==> src/rtl/mem_port_arbiter.sv <==
`default_nettype none
// =============================================================================
// mem_port_arbiter - fetch/data arbiter for one shared single-port RAM  (rev 1.0)
// =============================================================================
module mem_port_arbiter #(
  parameter int ADDR_W     = 32,
  parameter int DATA_W     = 32,
  parameter int STARVE_MAX = 4
) (
  input  logic              clk,
  input  logic              reset,
  input  logic              if_req,
  input  logic [ADDR_W-1:0] if_addr,
  output logic [DATA_W-1:0] if_rdata,
  output logic              if_ack,
  input  logic              d_req,
  input  logic              d_we,
  input  logic [ADDR_W-1:0] d_addr,
  input  logic [DATA_W-1:0] d_wdata,
  output logic [DATA_W-1:0] d_rdata,
  output logic              d_ack,
  output logic              mem_req,
  output logic              mem_we,
  output logic [ADDR_W-1:0] mem_addr,
  output logic [DATA_W-1:0] mem_wdata,
  input  logic [DATA_W-1:0] mem_rdata,
  input  logic              mem_ready,
  output logic              busy
);

  localparam int STREAK_W = $clog2(STARVE_MAX + 1);
  localparam logic [STREAK_W-1:0] C_STREAK_MAX = STREAK_W'(STARVE_MAX);

  localparam logic [2:0] S_IDLE    = 3'd0;
  localparam logic [2:0] S_BUSY_IF = 3'd1;
  localparam logic [2:0] S_BUSY_D  = 3'd2;
  localparam logic [2:0] S_RESP_IF = 3'd3;
  localparam logic [2:0] S_RESP_D  = 3'd4;

  logic [2:0]          r_state;
  logic [2:0]          w_next;
  logic [STREAK_W-1:0] r_streak;
  logic                w_grant_d;
  logic                w_grant_if;

  // Data wins ties unless fetch has already lost STARVE_MAX times in a row.
  always_comb begin
    w_grant_d  = d_req && !(if_req && (r_streak == C_STREAK_MAX));
    w_grant_if = if_req && !w_grant_d;
  end

  always_ff @(posedge clk or posedge reset) begin
    if (reset) begin
      r_state <= S_IDLE;
    end else begin
      r_state <= w_next;
    end
  end

  always_comb begin
    w_next = r_state;
    case (r_state)
      S_IDLE: begin
        if (w_grant_d) begin
          w_next = S_BUSY_D;
        end else if (w_grant_if) begin
          w_next = S_BUSY_IF;
        end
      end
      S_BUSY_IF: if (mem_ready) w_next = S_RESP_IF;
      S_BUSY_D:  if (mem_ready) w_next = S_RESP_D;
      S_RESP_IF: w_next = S_IDLE;
      S_RESP_D:  w_next = S_IDLE;
      default:   w_next = S_IDLE;
    endcase
  end

  always_comb begin
    mem_req = (r_state == S_BUSY_IF) || (r_state == S_BUSY_D);
    if_ack  = (r_state == S_RESP_IF);
    d_ack   = (r_state == S_RESP_D);
    busy    = (r_state != S_IDLE);
  end

  always_ff @(posedge clk or posedge reset) begin
    if (reset) begin
      mem_we    <= 1'b0;
      mem_addr  <= '0;
      mem_wdata <= '0;
      if_rdata  <= '0;
      d_rdata   <= '0;
      r_streak  <= '0;
    end else begin
      if (r_state == S_IDLE) begin
        if (w_grant_d) begin
          mem_we    <= d_we;
          mem_addr  <= d_addr;
          mem_wdata <= d_wdata;
          if (!if_req) begin
            r_streak <= '0;
          end else if (r_streak != C_STREAK_MAX) begin
            r_streak <= r_streak + 1'b1;
          end
        end else if (w_grant_if) begin
          mem_we    <= 1'b0;
          mem_addr  <= if_addr;
          mem_wdata <= '0;
          r_streak  <= '0;
        end
      end
      if ((r_state == S_BUSY_IF) && mem_ready) begin
        if_rdata <= mem_rdata;
      end
      // Stores complete without disturbing the last load result.
      if ((r_state == S_BUSY_D) && mem_ready && !mem_we) begin
        d_rdata <= mem_rdata;
      end
    end
  end

endmodule
`default_nettype wire

==> config.mk <==
export PLATFORM = sky130hd
export DESIGN_NAME = mem_port_arbiter
export DESIGN_NICKNAME = d
export VERILOG_FILES = /design/src/rtl/mem_port_arbiter.sv
export SDC_FILE = /design/constraint.sdc
export NUM_CORES = 1
export LEC_CHECK = 0
export BUFFER_PORTS_ARGS = -buffer_cell sky130_fd_sc_hd__buf_2
export CORE_ASPECT_RATIO = 0.75
export CORE_MARGIN = 2
export CORE_UTILIZATION = 50
export CTS_BUF_LIST = sky130_fd_sc_hd__clkbuf_4 sky130_fd_sc_hd__clkbuf_8 sky130_fd_sc_hd__clkbuf_16
export DETAILED_ROUTE_END_ITERATION = 8
export PLACE_DENSITY = 0.92
export SLEW_MARGIN = 30
export SYNTH_ARGS = -nofsm -noshare
export SYNTH_HDL_FRONTEND = slang
export SYNTH_SLANG_ARGS = --single-unit
==> constraint.sdc <==
create_clock -name clk -period 5.6 [get_ports clk]
set_input_delay 0.28 -clock clk [delete_from_list [all_inputs] [get_ports clk]]
set_output_delay 0.28 -clock clk [all_outputs]
set_load 0.01 [all_outputs]
==> flow_summary.ini, run 1 <==
[sta]
fin_worst_skew_ps = 7.88
period_minus_slack_ps = 2320
hold_ws_ps = -14.6
fin_crit_sh_pct = 41.5
setup_ws_ps = 3280
final_hold_viol_count = 3
drv_slew = 0
setup_viol_count_final = 0
max_freq_ghz = 0.430
tightest_slew_ps = 936
tns_ps = 0
rsz0062_at_grt = no
maxSlewHeadroom_pct = 37.5

[synth]
yosysWarnings = 0
ys_ff_latch = 135
syn-num-nets = 538
yosys.area.top_type_share_pct = 61.2
ys_seq_area_share_pct = 61.2
yosysTopAreaCell = dfrtp_1
syn-cell-area_um2 = 5520
synthCells = 402
yosysUniqueCellTypes = 31
async_flop_share_pct = 100
synth_top_flop_cell = dfrtp_1
ys_top_cells_by_area = dfrtp_1 61%, mux2_2 12%, a22o_1 5.4%, a2bb2oi_1 5.1%, a311oi_1 5.1%
synth-edff-count = 0
synth.avg_cell_area_um2 = 13.7

[critical_path]
end_kind = flip-flop
path_class = in -> reg
worstPathRequired_ps = 5930
crit_path_start_kind = input port
path_max_fanout = 38
worstPathArrival_ps = 2660

[routing]
vias_per_cell = 5.66
drc = 0
drt-total-wl_mm = 14.9
vias = 4578
drtIter0Drc = 245
drtPass1Iterations = 4
drtAntennaViolNets = 0
wl_per_cell_um = 18.4

[placement]
place_congestion = 0.859
pre_cts_slack_ps = 2920
io_buffers = 266
post-dp-hpwl_mm = 10.5
placed_cell_area_um2 = 6940

[grt]
grt_max_degree = 79
top_usage_layer = met2
met2_usage_pct = 42.8
grt_pass1_wl_mm = 23.5
grt_overflow = 0
antenna_found_initial = 0
grt_pass1_vias = 4669
grt_util_all_layers_pct = 25.0
met1_usage_pct = 30.1
grt_use_met3_pct = 7.37

[finish]
stdcell_area_um2 = 7510
final_nets = 792
final_common_cell = buf_2
antenna_cells = 0
area_delta_synth_final_pct = 36.1
layout_common_cells = 266 x buf_2, 135 x dfrtp_1, 61 x mux2_2, 34 x a22o_1
drive_gt1_share_pct = 56.1

[floorplan]
initial_core_util_pct = 50.8
die_h_um = 95.0
die_area_um2 = 11900
std_cell_rows = 33
coreArea_um2 = 10900
io_pins = 267
dieWidth_um = 125

[pwr]
powerDensity_nw_per_um2 = 613
vdd_drop_max_v = 0.000342
p_total_mw = 4.60
p_leak_nw = 3.67

[clock_tree]
clkTransAtPathRegs_ps = 60
ctsResizeCount = 0
holdBufCountCts = 0
cts_tree = built
cts_made_buffers = 17
cts-root-buf = clkbuf_16
cts_buffer_depth = 2
post-cts-setup-buffers = 0
cts_htree_levels = 4
clkLatencyLatePin_ps = 400
clock_sinks = 135

[worst_hold_path]
hold_class = in -> async

[outcome]
status = finished with violations
violations = negative hold slack

[run]
maxCapViolations = 0
cells by family after synthesis:
kind of cell	after synthesis	synth area share [%]
AO/OA/AOI/OAI	138	19.5
adder cells (fa/ha/maj)	2	0.454
buffers and inverters	42	3.31
flip-flops	135	61.2
multiplexers	65	13.3
AND/OR/NAND/NOR	20	2.27
metrics by stage:
stage / utilization [%] / hold WS [ps] / instances
after floorplan: - / 415 / 402
after global placement: 63.6 / 466 / 776
after detailed placement: 63.9 / 469 / 777
after CTS: 69.1 / 78.9 / 809
after global routing: 69.1 / 31.9 / 809
final: 69.1 / -14.6 / 809
registers in the layout, summed over array words and instances (netlist names):
name       flops
d_rdata       32
if_rdata      32
mem_addr      32
mem_wdata     32
r_state        3
r_streak       3
mem_we         1
path summary, 6_finish.rpt:
path | startpoint | end | slack (ps) | depth (start not counted)
max reg2reg | r_state[1] | mem_wdata[2] | 3360 | 5
min in group clk | d_wdata[27] | mem_wdata[27] | 100 | 2
max in group asynchronous | reset | d_rdata[31] | 4400 | 3
min reg2reg | if_rdata[23] | if_rdata[23] | 480 | 1
max | d_req | mem_wdata[2] | 3280 | 5
min | reset | d_rdata[10] | -10 | 2
cell usage after synthesis (3+ instances only):
cell type / instances
a22o_1: 34
inv_1: 5
buf_2: 11
buf_4: 3
dfrtp_1: 135
mux2_2: 61
a2bb2oi_1: 32
mux2_1: 4
clkbuf_1: 22
nor2_1: 5
o21ai_0: 32
nand2b_1: 3
a311oi_1: 32
layout make-up:
type | count | area [um2]
clock buffer | 19 | 447
clock inverter | 13 | 121
fill | 761 | 3350
inverter | 6 | 27.5
multi-input combinational | 225 | 1990
sequential | 135 | 3380
tap | 140 | 175
timing repair buffer | 271 | 1370
power breakdown:
part	total (mW)	internal [mW]	switching (mW)
clock network	1.05	0.631	0.421
registers	1.72	1.44	0.279
logic	1.83	0.902	0.927
total	4.60	2.98	1.63
critical path: stages:
cell and delay [ps]:
buf_2 560, inv_1 640, nor3_4 700, buf_6 280, a22o_1 180
metal layers:
layer | vias to the layer above | part of all wire (%)
li1 | 2051 | -
met1 | 2266 | 40
met2 | 239 | 51
met3 | 22 | 7.0
met4 | 0 | 2.0
met5 | - | 0
(Power assumes the default switching activity.)
==> inputs of run 2 (changes only) <==
CORE_UTILIZATION = 46   (was 50)
PLACE_DENSITY = 0.86   (was 0.92)
clock period = 2.4 ns   (was 5.6 ns; I/O delays follow)
==> flow_summary.ini, run 2 (synthesis results as in run 1) <==
[placement]
place_congestion = 0.824
dp.cells = 807
placed_cell_area_um2 = 7020
post-dp-hpwl_mm = 10.9
io_buffers = 266

[sta]
tightest_slew_ps = 714
setup_viol_count_final = 0
drv_slew = 0
fin_worst_skew_ps = 5.72
maxSlewHeadroom_pct = 52.4
period_minus_slack_ps = 1910
tns_ps = 0
final_hold_viol_count = 0
max_freq_ghz = 0.523
rsz0062_at_grt = no
fin_crit_sh_pct = 79.7

[routing]
drtPass1Iterations = 4
drtIter0Drc = 317
vias = 5165
vias_per_cell = 5.53
drtAntennaViolNets = 0
drt-total-wl_mm = 18.4
drc = 0
wl_per_cell_um = 19.7

[critical_path]
worstPathRequired_ps = 2710
path_buf_inv = 3
crit_family = buffers and inverters
worstPathArrival_ps = 2230
critical_path.cell_chain = nor3_2 > inv_2 > buf_4 > nor2_2 > buf_4 > a2bb2oi_1
slowest_stage = dfrtp_1
path_common_cell = buf_4
path_max_fanout = 34
path_class = reg -> reg
end_kind = flip-flop
crit_path_start_kind = flip-flop
max_stage_delay_ps = 460

[grt]
grt_max_degree = 136
grt_pass1_vias = 5482
grt_pass1_wl_mm = 28.7
grt_util_all_layers_pct = 29.1
grt_overflow = 0
antenna_found_initial = 0

[pwr]
powerDensity_nw_per_um2 = 1310
p_leak_nw = 4.13
vdd_drop_max_v = 0.000733

[worst_hold_path]
hold_class = in -> reg

[floorplan]
coreArea_um2 = 11700
std_cell_rows = 34
io_pins = 267
dieWidth_um = 130
die_h_um = 98.8
initial_core_util_pct = 47.3
die_area_um2 = 12900

[finish]
final_nets = 896
nFillCells = 777
area_delta_synth_final_pct = 55.7
drive_gt1_share_pct = 49.2
stdcell_area_um2 = 8590
antenna_cells = 0
layout_common_cells = 266 x buf_2, 135 x dfrtp_1, 96 x dlygate4sd3_1, 61 x mux2_2, 34 x a22o_1
final_cells = 934
final_common_cell = buf_2

[outcome]
status = completed

[clock_tree]
cts_tree = built
cts_buffer_depth = 2
cts_htree_levels = 4
cts-root-buf = clkbuf_16
clkTransAtPathRegs_ps = 60
clock_sinks = 135
clkLatencyLatePin_ps = 400
cts_made_buffers = 17

[run]
maxCapViolations = 0
## run 2: cell types whose count changed in the layout (fill, tap and decap cells not counted), sizes merged
cell         before  now
buf             271  279
dlygate4sd3       0   96
bufinv            1    3
clkinv            4    3
clkinvlp          5    4
clkbuf           19   18
## run 2: worst reg2reg max path, stage by stage (launching register included)
cell and delay [ps]:
dfrtp_1 460, nor3_2 320, inv_2 100, buf_4 260, nor2_2 180, buf_4 280
a2bb2oi_1 230
## run 2: layout make-up
type	instances	area [um2]	share of cell area [%]
timing repair buffer	375	2400	28.0
tap	162	203	2.36
clock buffer	18	439	5.11
sequential	135	3380	39.3
inverter	6	26.3	0.306
multi-input combinational	225	1970	22.9
clock inverter	13	170	1.98
## run 2: path summary, 6_finish.rpt
path / start / to / slack (ps) / cells past startpoint
max: r_state[1] / mem_addr[12] / 490 / 6
min: if_addr[27] / mem_addr[27] / 20 / 3
max reg2reg: r_state[1] / mem_addr[12] / 490 / 6
min reg2reg: d_rdata[24] / d_rdata[24] / 490 / 1
max in group asynchronous: reset / mem_addr[19] / 1390 / 4
min in group asynchronous: reset / if_rdata[4] / 450 / 4
## run 2: per-stage QoR
stage | power [mW] | hold WS (ps) | worst slack [ps] | utilization, %
finish | 11.3 | 24.5 | 488 | 73.7
global route | 11.9 | 18.0 | 333 | 73.7
CTS | 11.2 | 3.90 | 521 | 73.7
detailed placement | 8.36 | 346 | 551 | 60.2
global placement | 8.14 | 344 | 668 | 60.2
floorplan | 6.56 | 255 | 601 | -
## run 2: timing repair
action,CTS,global route
hold endpoints to repair,262,0
hold buffers,96,0
buffers inserted,0,0
resized for setup,0,0
## run 2: power by group
group | internal, mW | leakage (nW) | switching, mW
combinational | 2.24 | 2.21 | 2.33
clock | 1.67 | 0.290 | 1.02
sequential | 3.37 | 1.63 | 0.672
## run 2: per-layer routing
metal | wire length, um | global-route usage, % | part of all wire, % | vias to the layer above
li1 | - | - | - | 2257
met1 | 6830 | 33.3 | 37 | 2539
met2 | 9420 | 50.2 | 51 | 314
met3 | 1510 | 9.17 | 8.2 | 55
met4 | 638 | 12.7 | 3.5 | 0
met5 | 0 | 0 | 0 | -
